### config.mk
export PLATFORM = sky130hd
export DESIGN_NAME = pc_sequencer_flat
export DESIGN_NICKNAME = d
export VERILOG_FILES = /design/src/rtl/pc_sequencer_pkg.sv /design/src/rtl/pc_sequencer_if.sv /design/src/rtl/pc_sequencer_redirect_buf.sv /design/src/rtl/pc_sequencer.sv /design/src/flat_wrapper.sv
export SDC_FILE = /design/constraint.sdc
export NUM_CORES = 1
export LEC_CHECK = 0
export ABC_AREA = 0
export CAP_MARGIN = 25
export CELL_PAD_IN_SITES_DETAIL_PLACEMENT = 1
export CELL_PAD_IN_SITES_GLOBAL_PLACEMENT = 2
export CORE_ASPECT_RATIO = 1.2
export CORE_UTILIZATION = 27
export CTS_CLUSTER_DIAMETER = 150
export CTS_CLUSTER_SIZE = 30
export DETAILED_ROUTE_END_ITERATION = 10
export HOLD_SLACK_MARGIN = 0.06
export PLACE_DENSITY = 0.86
export SLEW_MARGIN = 10
export SYNTH_ARGS = -nofsm -noshare
export SYNTH_HDL_FRONTEND = slang
export SYNTH_SLANG_ARGS = --single-unit
### constraint.sdc
create_clock -name clk -period 2.04 [get_ports clk]
set_clock_uncertainty 0.2 [all_clocks]
set_input_delay 0.306 -clock clk [delete_from_list [all_inputs] [get_ports clk]]
set_output_delay 0.306 -clock clk [all_outputs]
set_load 0.02 [all_outputs]
### src/rtl/pc_sequencer_pkg.sv
// Shared fetch-control definitions: FSM encoding, PC reset vector, PC control polarities.
// Pure declarations, no logic.
package pc_sequencer_pkg;

  localparam int CPU_ADDR_W = 18;

  typedef enum logic {
    ST_RUN     = 1'b0,
    ST_MEM_ACC = 1'b1
  } state_e;

  localparam logic [CPU_ADDR_W-1:0] PC_RESET = 18'h08000;

  // PC register controls are active-low
  localparam logic PC_WR_EN = 1'b0;
  localparam logic PC_HOLD  = 1'b1;
  localparam logic PC_JMP   = 1'b0;
  localparam logic PC_INC   = 1'b1;

endpackage

### src/rtl/pc_sequencer_if.sv
// Pipeline-side event inputs and PC/pipeline control outputs of the fetch sequencer.
// master = pipeline (drives events), slave = sequencer (drives controls).
interface pc_sequencer_if #(
  parameter int ADDR_W = 18
) ();

  logic              hold;
  logic              br_taken;
  logic [ADDR_W-1:0] br_target;
  logic              lu_hazard;
  logic              mem_req;

  logic              pc_write;
  logic              pc_jump;
  logic [ADDR_W-1:0] pc_jump_val;
  logic              mem_grant;
  logic              pipe_stall;
  logic              if_id_stall;
  logic              if_id_flush;
  logic              id_ex_flush;

  modport master (
    output hold, br_taken, br_target, lu_hazard, mem_req,
    input  pc_write, pc_jump, pc_jump_val, mem_grant, pipe_stall,
           if_id_stall, if_id_flush, id_ex_flush
  );

  modport slave (
    input  hold, br_taken, br_target, lu_hazard, mem_req,
    output pc_write, pc_jump, pc_jump_val, mem_grant, pipe_stall,
           if_id_stall, if_id_flush, id_ex_flush
  );

endinterface

### src/rtl/pc_sequencer_redirect_buf.sv
// Holds a taken-branch target that arrived while the PC was not writable.
// Capture wins over release; a newer capture overwrites the held target.
module pc_redirect_buf #(
  parameter int ADDR_W = 18
) (
  input  logic              clk,
  input  logic              rst,
  input  logic              capture_i,
  input  logic [ADDR_W-1:0] tgt_i,
  input  logic              release_i,
  output logic              pend_v_o,
  output logic [ADDR_W-1:0] pend_tgt_o
);

  logic              pend_v_q,   pend_v_d;
  logic [ADDR_W-1:0] pend_tgt_q, pend_tgt_d;

  always_comb begin
    pend_v_d   = pend_v_q;
    pend_tgt_d = pend_tgt_q;
    if (capture_i) begin
      pend_v_d   = 1'b1;
      pend_tgt_d = tgt_i;
    end else if (release_i) begin
      pend_v_d   = 1'b0;
    end
  end

  always_ff @(posedge clk or negedge rst) begin
    if (!rst) begin
      pend_v_q   <= 1'b0;
      pend_tgt_q <= '0;
    end else begin
      pend_v_q   <= pend_v_d;
      pend_tgt_q <= pend_tgt_d;
    end
  end

  assign pend_v_o   = pend_v_q;
  assign pend_tgt_o = pend_tgt_q;

endmodule

### src/rtl/pc_sequencer.sv
// Fetch control: PC enable/redirect, shared SRAM arbitration, stall/flush resolution.
// All controls combinational from state and inputs; priority hold > MEM > branch > load-use.
module pc_sequencer
  import pc_sequencer_pkg::*;
#(
  parameter int ADDR_W     = 18,
  parameter int MEM_CYCLES = 2
) (
  input  logic           clk,
  input  logic           rst,
  pc_sequencer_if.slave  bus
);

  localparam logic [3:0] CNT_LOAD = (MEM_CYCLES > 1) ? 4'(MEM_CYCLES - 2) : 4'd0;

  state_e            state_q, state_d;
  logic [3:0]        cnt_q,   cnt_d;

  logic              pend_v;
  logic [ADDR_W-1:0] pend_tgt;
  logic              capture, release_pend;

  logic              pc_write, pc_jump, mem_grant, pipe_stall;
  logic              if_id_stall, if_id_flush, id_ex_flush;
  logic [ADDR_W-1:0] pc_jump_val;

  pc_redirect_buf #(.ADDR_W(ADDR_W)) u_redirect_buf (
    .clk        (clk),
    .rst        (rst),
    .capture_i  (capture),
    .tgt_i      (bus.br_target),
    .release_i  (release_pend),
    .pend_v_o   (pend_v),
    .pend_tgt_o (pend_tgt)
  );

  always_comb begin
    state_d      = state_q;
    cnt_d        = cnt_q;
    pc_write     = PC_HOLD;
    pc_jump      = PC_INC;
    pc_jump_val  = '0;
    mem_grant    = 1'b0;
    pipe_stall   = 1'b0;
    if_id_stall  = 1'b0;
    if_id_flush  = 1'b0;
    id_ex_flush  = 1'b0;
    capture      = 1'b0;
    release_pend = 1'b0;

    if (!rst) begin
      // defaults already describe the reset outputs
    end else if (bus.hold) begin
      pipe_stall = 1'b1;
      capture    = bus.br_taken;
    end else if (state_q == ST_MEM_ACC) begin
      mem_grant = 1'b1;
      capture   = bus.br_taken;
      if (cnt_q != 4'd0) begin
        pipe_stall = 1'b1;
        cnt_d      = cnt_q - 4'd1;
      end else begin
        if_id_flush = 1'b1;
        state_d     = ST_RUN;
      end
    end else if (bus.mem_req) begin
      // SRAM taken by MEM this cycle, so nothing was fetched
      mem_grant   = 1'b1;
      if_id_flush = 1'b1;
      capture     = bus.br_taken;
      if (MEM_CYCLES > 1) begin
        pipe_stall = 1'b1;
        state_d    = ST_MEM_ACC;
        cnt_d      = CNT_LOAD;
      end
    end else if (bus.br_taken || pend_v) begin
      pc_write     = PC_WR_EN;
      pc_jump      = PC_JMP;
      pc_jump_val  = pend_v ? pend_tgt : bus.br_target;
      if_id_flush  = 1'b1;
      id_ex_flush  = 1'b1;
      release_pend = 1'b1;
    end else if (bus.lu_hazard) begin
      if_id_stall = 1'b1;
      id_ex_flush = 1'b1;
    end else begin
      pc_write = PC_WR_EN;
    end

    // Wrong-path fetch behind a deferred branch is squashed unless the pipe is frozen
    if (capture && !pipe_stall) begin
      if_id_flush = 1'b1;
    end
    if (if_id_flush) begin
      if_id_stall = 1'b0;
    end
  end

  always_ff @(posedge clk or negedge rst) begin
    if (!rst) begin
      state_q <= ST_RUN;
      cnt_q   <= 4'd0;
    end else begin
      state_q <= state_d;
      cnt_q   <= cnt_d;
    end
  end

  assign bus.pc_write    = pc_write;
  assign bus.pc_jump     = pc_jump;
  assign bus.pc_jump_val = pc_jump_val;
  assign bus.mem_grant   = mem_grant;
  assign bus.pipe_stall  = pipe_stall;
  assign bus.if_id_stall = if_id_stall;
  assign bus.if_id_flush = if_id_flush;
  assign bus.id_ex_flush = id_ex_flush;

endmodule

### src/flat_wrapper.sv
// flat-port wrapper written by rule: the top's interface ports become plain ports
module pc_sequencer_flat import pc_sequencer_pkg::*;
#(
  parameter int ADDR_W     = 18,
  parameter int MEM_CYCLES = 2
)
  (clk, rst, bus_hold, bus_br_taken, bus_br_target, bus_lu_hazard, bus_mem_req, bus_pc_write, bus_pc_jump, bus_pc_jump_val, bus_mem_grant, bus_pipe_stall, bus_if_id_stall, bus_if_id_flush, bus_id_ex_flush);
  pc_sequencer_if #(.ADDR_W(ADDR_W)) bus_i ();
  input  logic clk;
  input  logic rst;
  input wire logic [$bits(bus_i.hold)-1:0] bus_hold;
  input wire logic [$bits(bus_i.br_taken)-1:0] bus_br_taken;
  input wire logic [$bits(bus_i.br_target)-1:0] bus_br_target;
  input wire logic [$bits(bus_i.lu_hazard)-1:0] bus_lu_hazard;
  input wire logic [$bits(bus_i.mem_req)-1:0] bus_mem_req;
  output wire logic [$bits(bus_i.pc_write)-1:0] bus_pc_write;
  output wire logic [$bits(bus_i.pc_jump)-1:0] bus_pc_jump;
  output wire logic [$bits(bus_i.pc_jump_val)-1:0] bus_pc_jump_val;
  output wire logic [$bits(bus_i.mem_grant)-1:0] bus_mem_grant;
  output wire logic [$bits(bus_i.pipe_stall)-1:0] bus_pipe_stall;
  output wire logic [$bits(bus_i.if_id_stall)-1:0] bus_if_id_stall;
  output wire logic [$bits(bus_i.if_id_flush)-1:0] bus_if_id_flush;
  output wire logic [$bits(bus_i.id_ex_flush)-1:0] bus_id_ex_flush;
  assign bus_i.hold = bus_hold;
  assign bus_i.br_taken = bus_br_taken;
  assign bus_i.br_target = bus_br_target;
  assign bus_i.lu_hazard = bus_lu_hazard;
  assign bus_i.mem_req = bus_mem_req;
  assign bus_pc_write = bus_i.pc_write;
  assign bus_pc_jump = bus_i.pc_jump;
  assign bus_pc_jump_val = bus_i.pc_jump_val;
  assign bus_mem_grant = bus_i.mem_grant;
  assign bus_pipe_stall = bus_i.pipe_stall;
  assign bus_if_id_stall = bus_i.if_id_stall;
  assign bus_if_id_flush = bus_i.if_id_flush;
  assign bus_id_ex_flush = bus_i.id_ex_flush;
  pc_sequencer #(.ADDR_W(ADDR_W), .MEM_CYCLES(MEM_CYCLES)) u_core (.clk(clk), .rst(rst), .bus(bus_i));
endmodule
After elaboration in Yosys (flattened, before gate mapping)
Cells that the tools add are included.

Add/sub/neg operators: 1. Equality and inequality tests: 1. Multiplexer cells: 55. Bitwise operators: 1. Reductions and logical operators: 8.

Operators with widths (count): two-way mux 18 bit (6); two-way mux 1 bit (46); two-way mux 4 bit (3); AND reduction 4 bit (1); nonzero test 2 bit (2); nonzero test 4 bit (1); subtractor 4 x 1 -> 4 bit (second input constant) (1); inequality test 2 bit (second input constant) (1); AND reduction 2 bit (1); logical AND 1 bit (1); logical NOT 1 bit (1); logical OR 1 bit (1); inverter 1 bit (1).

Register bits: 24. Input bits: 24. Output and inout port bits: 25.

Longest topological paths before layout
Depth in word-level cells: 9. Mapped depth: 5.

Hierarchy
From an unflattened synthesis, not the netlist that was laid out.

Cells, all modules: 127. Area, all modules: 1492.7 µm².

Modules (own cells, without submodules): pc_redirect_buf (times used 1, cells an instance 41, area an instance 755.7 µm², seq. area each 475.5 µm²); pc_sequencer (times used 1, cells an instance 86, area an instance 737.0 µm², seq. area each 125.1 µm²).

Worst setup path after synthesis
Ideal clock, no wire load.

Kind: flip-flop to output port. From: register u_core.cnt_q[0]. To: output bus_if_id_flush. Data arrival time: 1717 ps. Slack: -183 ps. Stages on the path, launching flop included: 5. Path through: dfrtp_1 inv_1 ha_1 or3b_2 a221oi_1.

Cells in the longest elaborated chain, start to end: 8.

RTL lines: start, declared (line pc_sequencer.sv:17) `logic [3:0] cnt_q, cnt_d;`; start signal, assigned (line pc_sequencer.sv:105) `cnt_q <= cnt_d;`; nonzero test 4 bit * (line pc_sequencer.sv:59) `if (cnt_q != 4'd0) begin`; two-way mux 1 bit (line pc_sequencer.sv:59); two-way mux 1 bit (line pc_sequencer.sv:56) `end else if (state_q == ST_MEM_ACC) begin`; two-way mux 1 bit (line pc_sequencer.sv:53) `end else if (bus.hold) begin`; two-way mux 1 bit (line pc_sequencer.sv:51) `if (!rst) begin`; logical NOT 1 bit (line pc_sequencer.sv:91) `if (capture && !pipe_stall) begin`; logical AND 1 bit (line pc_sequencer.sv:91); two-way mux 1 bit * (line pc_sequencer.sv:91); end, declared (line flat_wrapper.sv:22) `output wire logic [$bits(bus_i.if_id_flush)-1:0] bus_if_id_flush;`.

Mark *: on every way between the ends. The rest lies on a longest branch, timed or not.

Worst setup path in the final report
Ends and elaborated chain as after synthesis.

==> flow_summary.yaml <==
synthesis:
  synthCells: 124
  syn_nets: 149
  async_reset_ff_share_pct: 100
  synth_edf_count: 0
  synth_largest_area_cell: "dfrtp_1"
  synth_cell_types: 31
  synthDominantCellAreaShare_pct: 44.0
  yosysMostFrequentCell: "dfrtp_1"
  seq_area_frac_synth_pct: 44.0
  syn_avg_cell_area_um2: 11.0
  ys_top_cells_by_count: "dfrtp_1, nor2_1, mux2i_1, mux2_1, mux2_2"
  ys.flop_type: "dfrtp_1"
  synth-warning-count: 0
  syn_area_mm2: 0.00137
  ys_seq_elements: 24
  yosys-top-cells-area: "dfrtp_1, mux2i_1, mux2_1"
power_and_ir_drop:
  seqPwrFrac_pct: 41.5
  peakVddDrop_mv: 0.258
  clockPowerShare_pct: 21.0
  power.total_uw: 1500
  p_comb_share_pct: 37.6
  switching_power_uw: 453
  powerDensity_mw_per_mm2: 609
  switching_share_pct: 30.1
  internal_power_uw: 1050
  leakagePower_uw: 0.00111
worst_setup_path:
  path_cells: "inv_2 > ha_4 > or3b_4 > a221oi_2 > buf_4"
  critPathMaxFanout: 2
  rr_worst_depth: 4
  arrival_ns: 1.66
  crit_path_start_kind: "flip-flop"
  rr_endpoint: "u_core.u_redirect_buf.pend_tgt_o[0]$_DFFE_PN0P_"
  r2r-start: "u_core.state_q$_DFFE_PN0P_"
  cpMaxStageDelayCell: "dfrtp_1"
  endpoint_kind: "output pin"
  cpPeakStageDelay_ns: 0.40
  ff2ff_setup_slack_ns: 0.19
  critPathKind: "flip-flop to output pin"
  cp_data_required_time_ns: 1.53
place:
  pre_cts_ws_ns: -0.675
  hpwl_mm: 3.30
  gp_congestion: 0.701
  port-buffer-count: 48
clocking:
  htree_levels: 1
  cts-root-buf: "clkbuf_8"
  clock_sinks: 24
  cts.path.max_buffers: 2
  path_clk_slew_ns: 0.08
  cts_tree: "built"
  clock_latency_ns: 0.26
  cts_made_buffers: 3
floorplan:
  start_util_pct: 27.9
  io_pins: 49
  design.core.area_mm2: 0.00490
  rows: 28
  die_h_um: 79.9
  die_w_um: 66.9
  dieArea_mm2: 0.00535
timing:
  tns_ns: -0.313
  worst_slack_ns: -0.130
  rsz0062_at_grt: "true"
  max-slew-margin-rel_pct: 74.6
  period_share_pct: 106
  tightest_slew_ns: 0.379
  fmax_mhz: 461
  hold_viol: 0
  drv_slew: 0
  timing.final.crit_period_ns: 2.17
  setup_violations: 4
grt:
  grtUsageMet1_pct: 17.9
  grt.overflow.total: 0
  grt_pass1_vias: 1421
  use_met3_pct: 2.71
  globalRouteTotalUtil_pct: 17.1
  globalRouteMet2Util_pct: 33.9
  busiest_layer: "met2"
  grt_pass1_wl_mm: 6.84
  antenna_found_initial: 0
  grt_max_degree: 17
route:
  routedWlPerCell_um: 17.4
  routed_wl_mm: 4.63
  routed_via_density: 4.94
  drc: 0
  via_count: 1314
  drt-initial-drc-count: 34
  antenna_left: 0
  first_pass_iters: 6
finish:
  area_growth_syn_to_layout_pct: 80.9
  antenna_cells: 0
  final_nets: 232
  drive_gt1_share_pct: 52.9
status:
  violations: "setup timing"
  status: "finished, violations left"
flow_run:
  drv_cap: 0
worst_hold_path:
  hold_class: "primary input to asynchronous set/reset pin"
-- how the worst max path moves through the flow --
stage / endpoint / startpoint / cells after the start / slack, ns
2_1_floorplan: bus_pc_jump_val[10] / u_core.state_q$_DFFE_PN0P_ / 4 / -0.008
3_3_place_gp: bus_pc_jump_val[12] / rst / 6 / -0.61
3_5_place_dp: bus_pc_jump_val[17] / rst / 6 / -0.68
4_1_cts: bus_if_id_flush / u_core.cnt_q[1]$_DFFE_PN0P_ / 5 / -0.16
5_1_grt: bus_if_id_flush / u_core.cnt_q[1]$_DFFE_PN0P_ / 5 / -0.18
6_report: bus_if_id_flush / u_core.cnt_q[0]$_DFFE_PN0P_ / 5 / -0.13
-- critical path: cells and delay by family (launching register included) --
kind | cells | cell delay (ns)
AOI/OAI and AO/OA | 1 | 0.22
buffers and inverters | 2 | 0.26
DFF | 1 | 0.40
adders and majority gates | 1 | 0.14
and+or+nand+nor | 1 | 0.39
-- cell families (layout without fill, tap and decap cells) --
group / Yosys count / after routing / share of synthesized area, %
buf+inv: 10 / 92 / 3.85
simple gates: 37 / 37 / 13.6
compound gates: 16 / 16 / 9.62
flops: 24 / 24 / 44.0
mux: 36 / 36 / 28.0
fa+ha+maj: 1 / 1 / 0.916
-- state kept, by name, summed over array words and instances (netlist names) --
register and flops:
u_core.cnt_q 4, u_core.state_q 1, u_core.u_redirect_buf.pend_tgt_o 18, u_core.u_redirect_buf.pend_v_o 1
-- what timing repair did --
item | in CTS | in global routing
endpoints found under the setup margin | 25 | 22
endpoints found under the hold margin | 8 | 0
hold buffers | 1 | 0
resized for setup | 137 | 66
pin swaps | 4 | 21
setup buffers | 4 | 3
cloned | 0 | 1
-- power groups by stage --
stage | Sequential, uW | Combinational, uW | Clock [uW]
floorplan | 614 | 189 | 0
global route | 631 | 615 | 339
finish | 624 | 565 | 316
detailed placement | 621 | 403 | 0
CTS | 613 | 471 | 327
global placement | 612 | 367 | 0
-- cell usage in the layout, fill, tap and decap left out, types with 2 or more instances in the layout --
master           Yosys  layout
buf_4                0      32
dfrtp_1             24      23
buf_6                2      21
clkdlybuf4s50_1      0      19
nor2_4               0      18
mux2i_1             18      12
mux2_1               9       9
mux2_2               9       9
mux2i_2              0       6
nand2_1              4       4
clkbuf_8             0       4
dlygate4sd2_1        0       4
a31oi_1              3       3
inv_2                0       2
nor2_2               0       2
nand4b_1             2       2
o21ai_0              2       2
o211ai_1             2       2
inv_1                4       2
buf_2                0       2
buf_8                0       2
-- metal layers --
layer / vias up / wire length (um)
li1: 609 / -
met1: 662 / 1730
met2: 37 / 2610
met3: 6 / 244
met4: 0 / 40
met5: - / 0
-- stage by stage --
| stage | util [%] | hold WS, ns | cell area [um2] | instances |
|---|---|---|---|---|
| floorplan | - | -0.190 | 1370 | 124 |
| global placement | 42.9 | 0.273 | 2110 | 253 |
| detailed placement | 42.9 | 0.290 | 2110 | 253 |
| CTS | 45.1 | 0.204 | 2210 | 262 |
| global route | 50.4 | 0.212 | 2470 | 266 |
| finish | 50.4 | 0.188 | 2470 | 266 |
-- layout make-up --
cell class                 instances  area (um2)
multi-input combinational         90         928
inverter                           4        15.0
timing repair buffer              84         796
clock buffer                       4        55.1
tap                               60        75.1
fill                             531        2430
sequential                        24         602
No activity file was read; power rests on OpenSTA's default activity.
